**config.mk**
```make
export PLATFORM = sky130hd
export DESIGN_NAME = dac_stream_if
export DESIGN_NICKNAME = d
export VERILOG_FILES = /design/src/rtl/dac_stream_if.sv
export SDC_FILE = /design/constraint.sdc
export NUM_CORES = 1
export LEC_CHECK = 0
export ABC_CLOCK_PERIOD_IN_PS = 4700
export BUFFER_PORTS_ARGS = -buffer_cell sky130_fd_sc_hd__buf_2
export CORE_ASPECT_RATIO = 1.2
export CORE_MARGIN = 4
export CORE_UTILIZATION = 60
export DETAILED_ROUTE_END_ITERATION = 8
export PLACE_DENSITY = 0.81
export SLEW_MARGIN = 20
export SYNTH_ARGS = -nofsm -noshare
export SYNTH_HDL_FRONTEND = slang
export SYNTH_SLANG_ARGS = --single-unit
```
**constraint.sdc**
```tcl
create_clock -name i_clk -period 4.7 [get_ports i_clk]
set_input_delay 0.705 -clock i_clk [delete_from_list [all_inputs] [get_ports i_clk]]
set_output_delay 0.705 -clock i_clk [all_outputs]
set_load 0.01 [all_outputs]
```
**src/rtl/dac_stream_if.sv**
```systemverilog
// rtl/dac_stream_if.sv - multi-channel DAC driver: clock divider, stream FIFO, test patterns
// Data changes only on the edge that drives the DAC clock low.
module dac_stream_if #(
  parameter int DATA_W     = 14,
  parameter int NUM_CH     = 2,
  parameter int CLK_DIV    = 4,
  parameter int FIFO_DEPTH = 8,
  parameter int SQ_HALF    = 12
) (
  input  logic                         i_clk,
  input  logic                         i_rst,
  input  logic [1:0]                   i_mode,
  input  logic                         i_valid,
  output logic                         o_ready,
  input  logic [NUM_CH*DATA_W-1:0]     i_data,
  input  logic                         i_clr,
  output logic                         o_dac_clk,
  output logic [NUM_CH*DATA_W-1:0]     o_dac_data,
  output logic [$clog2(FIFO_DEPTH):0]  o_level,
  output logic                         o_underflow
);

  localparam int W     = NUM_CH * DATA_W;
  localparam int DIV_W = $clog2(CLK_DIV);
  localparam int AW    = $clog2(FIFO_DEPTH);
  localparam int LW    = AW + 1;
  localparam int SQ_W  = $clog2(SQ_HALF + 1);
  localparam logic [DATA_W-1:0] MID = {1'b1, {(DATA_W-1){1'b0}}};

  typedef enum logic [1:0] {
    MODE_IDLE   = 2'd0,
    MODE_STREAM = 2'd1,
    MODE_SQUARE = 2'd2,
    MODE_RAMP   = 2'd3
  } mode_t;

  logic [DIV_W-1:0]  div_ctr;
  logic              dac_clk;
  logic              div_last;
  logic              upd;

  mode_t             mode_r, mode_nxt;
  logic [SQ_W-1:0]   sq_cnt, sq_cnt_cur, sq_cnt_nxt;
  logic              sq_phase, sq_phase_cur, sq_phase_nxt;
  logic [DATA_W-1:0] ramp, ramp_cur, ramp_nxt;
  logic [DATA_W-1:0] sq_word;
  logic [W-1:0]      dac_data, data_nxt;
  logic              underflow, uf_set;

  logic [W-1:0]      mem [FIFO_DEPTH];
  logic [AW-1:0]     wr_ptr, rd_ptr;
  logic [LW-1:0]     level;
  logic              push, pop;

  assign div_last = (div_ctr == DIV_W'(CLK_DIV - 1));
  assign upd      = div_last && dac_clk;

  // Ready comes only from the registered level, so a same-cycle pop never frees a slot.
  assign o_ready  = (level < LW'(FIFO_DEPTH)) && !i_rst;
  assign push     = i_valid && o_ready;

  always_comb begin
    mode_nxt     = mode_r;
    sq_cnt_cur   = sq_cnt;
    sq_phase_cur = sq_phase;
    ramp_cur     = ramp;
    sq_cnt_nxt   = sq_cnt;
    sq_phase_nxt = sq_phase;
    ramp_nxt     = ramp;
    sq_word      = '0;
    data_nxt     = dac_data;
    pop          = 1'b0;
    uf_set       = 1'b0;
    if (upd) begin
      mode_nxt = mode_t'(i_mode);
      // Entering a new mode restarts both patterns from their first sample.
      if (mode_nxt != mode_r) begin
        sq_cnt_cur   = '0;
        sq_phase_cur = 1'b0;
        ramp_cur     = '0;
      end
      sq_cnt_nxt   = sq_cnt_cur;
      sq_phase_nxt = sq_phase_cur;
      ramp_nxt     = ramp_cur;
      case (mode_nxt)
        MODE_IDLE: data_nxt = {NUM_CH{MID}};
        MODE_STREAM: begin
          if (level != '0) begin
            pop      = 1'b1;
            data_nxt = mem[rd_ptr];
          end else begin
            uf_set = 1'b1;
          end
        end
        MODE_SQUARE: begin
          sq_word  = {sq_phase_cur, {(DATA_W-1){1'b0}}};
          data_nxt = {NUM_CH{sq_word}};
          if (sq_cnt_cur == SQ_W'(SQ_HALF - 1)) begin
            sq_cnt_nxt   = '0;
            sq_phase_nxt = ~sq_phase_cur;
          end else begin
            sq_cnt_nxt = sq_cnt_cur + SQ_W'(1);
          end
        end
        MODE_RAMP: begin
          for (int k = 0; k < NUM_CH; k++) begin
            data_nxt[k*DATA_W +: DATA_W] = (k % 2 == 0) ? ramp_cur : ~ramp_cur;
          end
          ramp_nxt = ramp_cur + DATA_W'(1);
        end
        default: data_nxt = dac_data;
      endcase
    end
  end

  always_ff @(posedge i_clk or posedge i_rst) begin
    if (i_rst) begin
      div_ctr   <= '0;
      dac_clk   <= 1'b0;
      mode_r    <= MODE_IDLE;
      sq_cnt    <= '0;
      sq_phase  <= 1'b0;
      ramp      <= '0;
      dac_data  <= {NUM_CH{MID}};
      underflow <= 1'b0;
      wr_ptr    <= '0;
      rd_ptr    <= '0;
      level     <= '0;
    end else begin
      div_ctr  <= div_last ? '0 : div_ctr + DIV_W'(1);
      if (div_last) dac_clk <= ~dac_clk;
      mode_r   <= mode_nxt;
      sq_cnt   <= sq_cnt_nxt;
      sq_phase <= sq_phase_nxt;
      ramp     <= ramp_nxt;
      dac_data <= data_nxt;
      if (i_clr) begin
        wr_ptr    <= '0;
        rd_ptr    <= '0;
        level     <= '0;
        underflow <= 1'b0;
      end else begin
        if (push) wr_ptr <= wr_ptr + AW'(1);
        if (pop)  rd_ptr <= rd_ptr + AW'(1);
        level <= level + LW'(push) - LW'(pop);
        if (uf_set) underflow <= 1'b1;
      end
    end
  end

  always_ff @(posedge i_clk) begin
    if (push && !i_clr) mem[wr_ptr] <= i_data;
  end

  assign o_dac_clk   = dac_clk;
  assign o_dac_data  = dac_data;
  assign o_level     = level;
  assign o_underflow = underflow;

endmodule

```
**Word level (Yosys, flattened, before mapping)**

Memories as Yosys holds them, arrays and structs flattened.
Index checks and enable logic that the tools add are counted.
Widths: inputs -> output; s select.

- ROM bits: 0
- Memory bits (writable): 224
- Output and inout port bits: 35
- Memories: 1
- Input port bits: 34
- Latch bits: 0
- Register bits after elaboration: 63

Memories:

| name | words | bits a word | read ports | clocked after Yosys merged registers in | wr ports | RTL line | text |
|---|---|---|---|---|---|---|---|
| mem | 8 | 28 | 1 | 0 | 1 | 50 | `logic [W-1:0] mem [FIFO_DEPTH];` |

- Eq/ne operators: 7
- Bitwise logic cells: 3
- Div/mod/pow operators: 0
- Shifts and indexed selects: 0
- Muxes and demuxes: 29
- Order comparisons: 1
- Multipliers: 0
- Add/sub/neg operators: 7
- Reductions and logical operators: 12

Operators by type and width:

| kind | number |
|---|---|
| $pmux 28 s4 | 1 |
| $mux 14 | 3 |
| $mux 28 | 1 |
| $mux 4 | 5 |
| $add 14x1->14 const B | 1 |
| $mux 1 | 14 |
| $not 14->14 | 1 |
| $mux 3 | 4 |
| $add 3x1->3 const B | 2 |
| $eq 2x2->1 const B | 3 |
| $reduce_bool 2->1 | 3 |
| $add 4x1->4 | 1 |
| $add 4x1->4 const B | 1 |
| $eq 4x4->1 const B | 1 |
| $logic_and 1x1->1 | 4 |
| $lt 4x4->1 const B | 1 |
| $reduce_bool 4->1 | 1 |
| $sub 4x1->4 | 1 |
| $add 2x1->2 const B | 1 |
| $eq 2x1->1 const B | 1 |
| $logic_not 1->1 | 2 |
| $logic_not 2->1 | 1 |
| $mux 2 | 1 |
| $ne 2x2->1 | 1 |
| 3 further kinds | 4 |

**Depth between registers and ports, before layout**

Gate-level depths: netlist (run 1).

- Depth in word-level cells: 6
- Gate-level depth with buffers: 12

**Worst setup path before layout (run 1)**

No wires, ideal clock.

- Path type: input port to flip-flop
- Start point: input i_rst
- End point: memory mem[0][0] (netlist bit), enable pin
- Data required time: 4.252 ns
- Slack: 0.753 ns
- Arrival time: 3.499 ns
- Cell stages on the path: 4
- Path through: or3b_1 > clkbuf_1 > or3_1 > nor3_1

- Cells in the longest elaborated chain, start to end: 6

RTL lines:

| what | RTL line | text |
|---|---|---|
| from (decl) | 11 | `input logic i_rst,` |
| $logic_not 1->1 (no line) | -- |  |
| $logic_and 1x1->1 | 59 | `assign o_ready = (level < LW'(FIFO_DEPTH)) && !i_rst;` |
| $logic_and 1x1->1 | 60 | `assign push = i_valid && o_ready;` |
| $logic_and 1x1->1 | 152 | `if (push && !i_clr) mem[wr_ptr] <= i_data;` |
| $mux 1 | 152 |  |
| $mux 1 (implied by the code) | 152 |  |
| to (decl) | 50 |  |

No other way between the ends.

**Final worst setup path (run 1)**

- Start point: register level[2], in the netlist o_level[2]
- End point: register level[2], in the netlist o_level[2]

- Cells in the longest elaborated chain, start to end: 6
- Elaborated cells between the ends (all ways): 10

RTL lines:

| what | RTL line | text |
|---|---|---|
| from (decl) | 52 | `logic [LW-1:0] level;` |
| from (signal assigned) | 145 | `level <= level + LW'(push) - LW'(pop);` |
| $lt 4x4->1 or $reduce_bool 4->1 (tied branches) | 59, 88 |  |
| $logic_and 1x1->1 or $mux 1 (tied branches) | 59, 88 |  |
| $logic_and 1x1->1 or $mux 1 (tied branches) | 60, 85 |  |
| $add 4x1->4 or $mux 1 (tied branches) | 145, 74 |  |
| $sub 4x1->4 * | 145 |  |
| $mux 4 * | 137 | `if (i_clr) begin` |

Every way passes the cells marked *; elsewhere a longest branch is shown, timed or not.
A chain may end at the register's enable or synchronous reset.

==> out/metrics.cfg, run 1 <==
[clocking]
clk_pin_slew_ps = 70
cts_htree_levels = 1
cts_buffers = 26
cts_sinks = 287
cts_setup_buffers = 0
cts_tree = built
worstSkewPairLatency_ps = 530
clockRootBuffer = clkbuf_16
ctsResizeCount = 0
postCtsHoldBufs = 0
clk_path_buf_depth = 3

[synth]
synth_most_common_cell = edfxtp_1
syn_avg_cell_area_um2 = 17.3
yosys_register_bits = 287
synth-seq-area-share = 0.709
synth_top_family_by_area = multiplexers
synth_top_area_frac = 0.574
synth_area_leaders = edfxtp_1 57%, dfrtp_1 13%, mux4_2 10%
synth_ff_type = edfxtp_1
synth_adder_area_share = 0.0145
syn_area_mm2 = 0.0117
synth_top_area_cell = edfxtp_1
synth_cell_types = 60
synthCells = 676
yosys.area_share.simple = 0.0566
yosys_warnings = 0
synthXorXnorAreaFrac = 0.00961
synth_edf_count = 224
async_flop_share = 0.220
syn-num-nets = 723
synth_common_cells = 224 x edfxtp_1, 61 x dfrtp_1, 52 x mux4_2, 34 x mux2i_1, 32 x nand2_1
synth-compound-area-share = 0.0574
synthMuxAreaShare = 0.129

[placed_design]
io_buffers = 68
dp_hpwl_um = 15100
place_congestion = 0.907

[detailed_routing]
vias = 6490
wl_met2_um = 12700
drc = 0
wl_per_cell_um = 24.3
wl_met1_um = 9380
highest_layer = met5
postRouteAntennaNets = 0
first_iter_violations = 724
drt_first_pass_iters = 5
via_per_inst = 6.33
wl_um = 24900
wl_met3_um = 2170

[power]
switching_share = 0.217
vdd.ir_drop.worst_uv = 255
powerDensity_mw_per_mm2 = 408
netSwitchingPower_mw = 1.16
power.leakage_nw = 4.59
internal_power_mw = 4.19
seqPwrFrac = 0.542
finalPower_mw = 5.35
combPwrFrac = 0.072
clockPowerShare = 0.386

[sta]
fin_crit_ps = 3250
final.setup.tns_ps = 0
drv_slew = 0
finalCritPeriodShare = 0.691
worst_slew_pin_slew_ps = 1100
final_hold_viol_count = 0
fin_skew_ps = 15.1
hold_ws_ps = 283
setup_violations = 0
rsz0062_at_grt = false
max_freq_ghz = 0.308
slew-limit-headroom = 0.264

[final_layout]
drive_above_1_share = 0.251
area_growth_syn_to_layout_pct = 11.9
fin_nets = 795

[setup_path]
r2r-end = o_level[2]$_DFF_PP0_
rrSetupSlack_ps = 1450
cp-start-kind = flip-flop
setup.worst_path.end_class = flip-flop
worstPathRequired_ps = 5100
slowest_stage = or3b_2
critPathMostFrequentCell = ha_1
critPathTopFamily = adder cells
crit_type = reg2reg
path_buf_inv = 3
crit_end = o_level[2]$_DFF_PP0_
crit_path_max_fanout = 13
critical_path_arrival_ps = 3650
crit_path_max_incr_delay_ps = 510
startpoint = o_level[2]$_DFF_PP0_
r2r_cells = 11
r2r-start = o_level[2]$_DFF_PP0_
crit_cells = 11
path_cells = inv_1, ha_1, or3b_2, nand2_1, clkinv_1, ha_1, inv_1, ha_1, fa_1, xnor2_1, nor2_1

[global_routing]
grt_pass1_wl_um = 38200
grt_pass1_vias = 6555
grt_overflow_total = 0
grt_start_max_net_pins = 46
grt_use_total = 0.230
antenna_found_initial = 1

[floorplan]
num_rows = 55
ios = 69
die_h_um = 161
core-area_mm2 = 0.0191
die_w_um = 136
dieArea_mm2 = 0.0218
initial_core_util = 0.615

[hold_path]
hold_path_class = in2async

[run_status]
status = completed

[run]
maxCapViolCount = 0

## flip-flops by register name, indices dropped and copies added, names as in the netlist, 3 cells and up
signal and count:
mem 224, o_level 4, sq_cnt 4, ramp 14, o_dac_data 28, rd_ptr 3, wr_ptr 3
## metrics by stage
step,area (um^2),worst slack [ps],instances,utilization
finish,13100,1450,1025,0.688
global route,13100,1300,1024,0.688
CTS,13100,1460,1024,0.688
detailed placement,12300,1180,976,0.644
global placement,12300,1350,976,0.644
floorplan,11700,753,676,-
## cell type report
type / count / area [um^2]
Antenna cell: 1 / 2.50
Clock buffer: 38 / 737
Clock inverter: 10 / 103
Fill cell: 1191 / 5940
Inverter: 14 / 52.6
Multi-Input combinational cell: 338 / 3160
Sequential cell: 287 / 8310
Tap cell: 256 / 320
Timing Repair Buffer: 81 / 438
## placed cells by master (no fill, tap or decap), types with 12 or more instances in the layout
cell	instances
mux2i_1	34
ha_1	12
nor2_1	25
o21ai_0	22
buf_4	13
nand2_1	32
dfrtp_1	58
buf_2	68
a21oi_1	13
edfxtp_1	224
nand3_1	20
mux4_2	52
clkbuf_16	27
## power by group through the flow
stage | Clock [mW] | Sequential (mW) | Combinational, mW
final | 2.07 | 2.90 | 0.385
after global placement | 0 | 2.95 | 0.368
after CTS | 2.10 | 2.90 | 0.388
after global routing | 2.21 | 2.91 | 0.419
after floorplan | 0 | 2.96 | 0.200
after detailed placement | 0 | 2.95 | 0.386
## logic make-up (layout without fill, tap and decap cells)
family / after synthesis / after routing
mux: 86 / 86
other cells: 0 / 1
simple gates: 129 / 129
flops: 287 / 287
fa+ha+maj: 13 / 13
xor+xnor: 12 / 12
compound gates: 98 / 98
buf+inv: 51 / 143
## per-layer routing
metal | global-route usage | vias to the layer above
met2 | 0.389 | 327
met4 | 0.0596 | 2
li1 | - | 2807
met1 | 0.306 | 3291
met5 | 0 | -
met3 | 0.0526 | 63
## worst min-delay path by stage
stage / end / slack, ps / cells after the start
2_1_floorplan: div_ctr[0]$_DFF_PP0_ / 410 / 1
3_3_place_gp: div_ctr[0]$_DFF_PP0_ / 420 / 1
3_5_place_dp: div_ctr[0]$_DFF_PP0_ / 430 / 1
4_1_cts: o_dac_data[23]$_DFFE_PP0P_ / 290 / 2
5_1_grt: div_ctr[1]$_DFF_PP0_ / 330 / 2
6_report: sq_cnt[0]$_DFFE_PP0P_ / 280 / 2
No activity file was read; power rests on OpenSTA's default activity.
==> run 2: changes to the inputs <==
ABC_CLOCK_PERIOD_IN_PS = 3200   (was 4700)
clock period = 3.2 ns   (was 4.7 ns; I/O delays follow)
==> out/metrics.cfg, run 2 (synthesis results as in run 1) <==
[power]
clockPowerShare = 0.398  ; +0.012
internal_power_mw = 6.31  ; +51%
seqPwrFrac = 0.532  ; -0.010
vdd.ir_drop.worst_uv = 472  ; +86%
switching_share = 0.213  ; -0.00347
powerDensity_mw_per_mm2 = 605  ; +48%
netSwitchingPower_mw = 1.71  ; +47%
power.leakage_nw = 4.66  ; +1.7%
combPwrFrac = 0.070  ; -0.002

[final_layout]
area_growth_syn_to_layout_pct = 13.1
top_register = mem
drive_above_1_share = 0.266  ; +0.0148
layout_common_cells = 224 x edfxtp_1, 68 x buf_2, 58 x dfrtp_1
mostFrequentLayoutCell = edfxtp_1
fin_nets = 805  ; +1.3%
largest_reg_flops = 224  ; unchanged
diodes = 0  ; -1
fin_util = 0.696  ; +0.00735

[setup_path]
startpoint = mode_r[0]$_DFFE_PP0P_
rrSetupSlack_ps = 590  ; -860 ps
r2r_cells = 9  ; -2
critical_path_arrival_ps = 3030  ; -620 ps
crit_path_max_incr_delay_ps = 490  ; -20 ps
setup.worst_path.end_class = flip-flop
slowest_stage = dfrtp_1
worstPathRequired_ps = 3620  ; -1480 ps
r2r-start = mode_r[0]$_DFFE_PP0P_
cp-start-kind = flip-flop
crit_path_max_fanout = 8  ; -5
r2r-end = ramp[12]$_DFFE_PP0P_
path_cells = xor2_2, nor2_1, nand2_1, inv_1, ha_1, and3_1, nand3_1, or3_4, o311ai_2
crit_type = reg2reg

[clocking]
clk_path_buf_depth = 3  ; unchanged
ctsResizeCount = 0  ; unchanged
clockRootBuffer = clkbuf_16
cts_sinks = 287  ; unchanged
postCtsHoldBufs = 0  ; unchanged
cts_tree = built
cts_buffers = 26  ; unchanged
cts_setup_buffers = 0  ; unchanged
clk_pin_slew_ps = 70  ; about the same
worstSkewPairLatency_ps = 520  ; about the same
cts_htree_levels = 1  ; unchanged

[sta]
rsz0062_at_grt = false
slew-limit-headroom = 0.366  ; +0.102
final_hold_viol_count = 0  ; unchanged
fin_crit_ps = 2610  ; -637 ps
final.setup.tns_ps = 0  ; unchanged
worst_slew_pin_slew_ps = 950  ; -154 ps
fin_skew_ps = 9.67  ; -5.45 ps
setup_violations = 0  ; unchanged
drv_slew = 0  ; unchanged
max_freq_ghz = 0.383  ; +24%
setup_ws_ps = 591  ; -863 ps
finalCritPeriodShare = 0.815  ; +0.125

[run_status]
status = completed

[floorplan]
die_h_um = 161  ; unchanged
dieArea_mm2 = 0.0218  ; unchanged
num_rows = 55  ; unchanged
die_w_um = 136  ; unchanged
ios = 69  ; unchanged
initial_core_util = 0.615  ; unchanged
core-area_mm2 = 0.0191  ; unchanged

[detailed_routing]
vias = 6416  ; -1.1%
drc = 0  ; unchanged
via_per_inst = 6.21  ; -2.0%
wl_per_cell_um = 23.0  ; -5.2%
postRouteAntennaNets = 0  ; unchanged
first_iter_violations = 742  ; +2.5%
wl_um = 23800  ; -4.3%
drt_first_pass_iters = 5  ; unchanged

[global_routing]
antenna_found_initial = 1  ; unchanged
grt_use_total = 0.226  ; -0.00427
grt_overflow_total = 0  ; unchanged
grt_pass1_vias = 6679  ; +1.9%
grt_start_max_net_pins = 47  ; +2.2%
grt_pass1_wl_um = 38100  ; -0.29%

[placed_design]
dp_hpwl_um = 14900  ; -0.83%
io_buffers = 68  ; unchanged
dp_slack_ps = 396  ; -781 ps
place_congestion = 0.883  ; -2.6%

[hold_path]
hold_path_class = in2async

[run]
maxCapViolCount = 0  ; unchanged

[run 2: cell count changes in the layout (fill, tap and decap cells not counted)]
cell	previous run	this run
bufinv_16	2	4
clkbuf_1	9	4
clkinv_2	2	5
nor3_2	3	1
clkinvlp_2	1	0
diode_2	1	0
clkinv_1	5	6
buf_4	13	23
nor3_4	0	2
[run 2: how the worst max path moves through the flow]
stage / cells past startpoint / endpoint
after CTS: 11 / o_level[2]$_DFF_PP0_
after detailed placement: 10 / ramp[10]$_DFFE_PP0P_
after floorplan: 4 / mem[4][0]$_DFFE_PP_
after global routing: 9 / ramp[12]$_DFFE_PP0P_
after global placement: 10 / ramp[12]$_DFFE_PP0P_
final: 9 / ramp[12]$_DFFE_PP0P_
[run 2: power by group through the flow]
stage / combinational, mW / sequential [mW] / clock [mW]
final: 0.562 / 4.27 / 3.19
after global routing: 0.617 / 4.28 / 3.44
after CTS: 0.567 / 4.27 / 3.25
after detailed placement: 0.563 / 4.34 / 0
after global placement: 0.539 / 4.33 / 0
after floorplan: 0.294 / 4.34 / 0
[run 2: stage by stage]
| step | hold WS [ps] | power [mW] | instance area (um^2) | cells |
|---|---|---|---|---|
| floorplan | 410 | 4.64 | 11700 | 676 |
| global placement | 420 | 4.87 | 12400 | 986 |
| detailed placement | 454 | 4.91 | 12400 | 986 |
| CTS | 204 | 8.08 | 13300 | 1034 |
| global route | 216 | 8.33 | 13300 | 1034 |
| finish | 188 | 8.02 | 13300 | 1034 |
[run 2: layer usage]
metal | up-vias | GRT usage | routed length [um]
li1 | 2821 | - | -
met5 | - | 0 | 12
met2 | 271 | 0.376 | 12100
met1 | 3280 | 0.311 | 9340
met4 | 2 | 0.0577 | 495
met3 | 42 | 0.0461 | 1860
[run 2: cell type report]
class                      count  area [um^2]
fill                        1188         5800
multi-input combinational    338         3170
clock buffer                  33          718
clock inverter                15          176
tap                          256          320
timing repair buffer          91          513
inverter                      14         52.6
sequential                   287         8310
[run 2: critical path, delay by kind of cell, from the launching register on]
family	cells	cell delay, ps
compound gates	1	270
flops	1	490
fa+ha+maj	1	150
xor+xnor	1	250
simple gates	5	1250
buf+inv	1	100
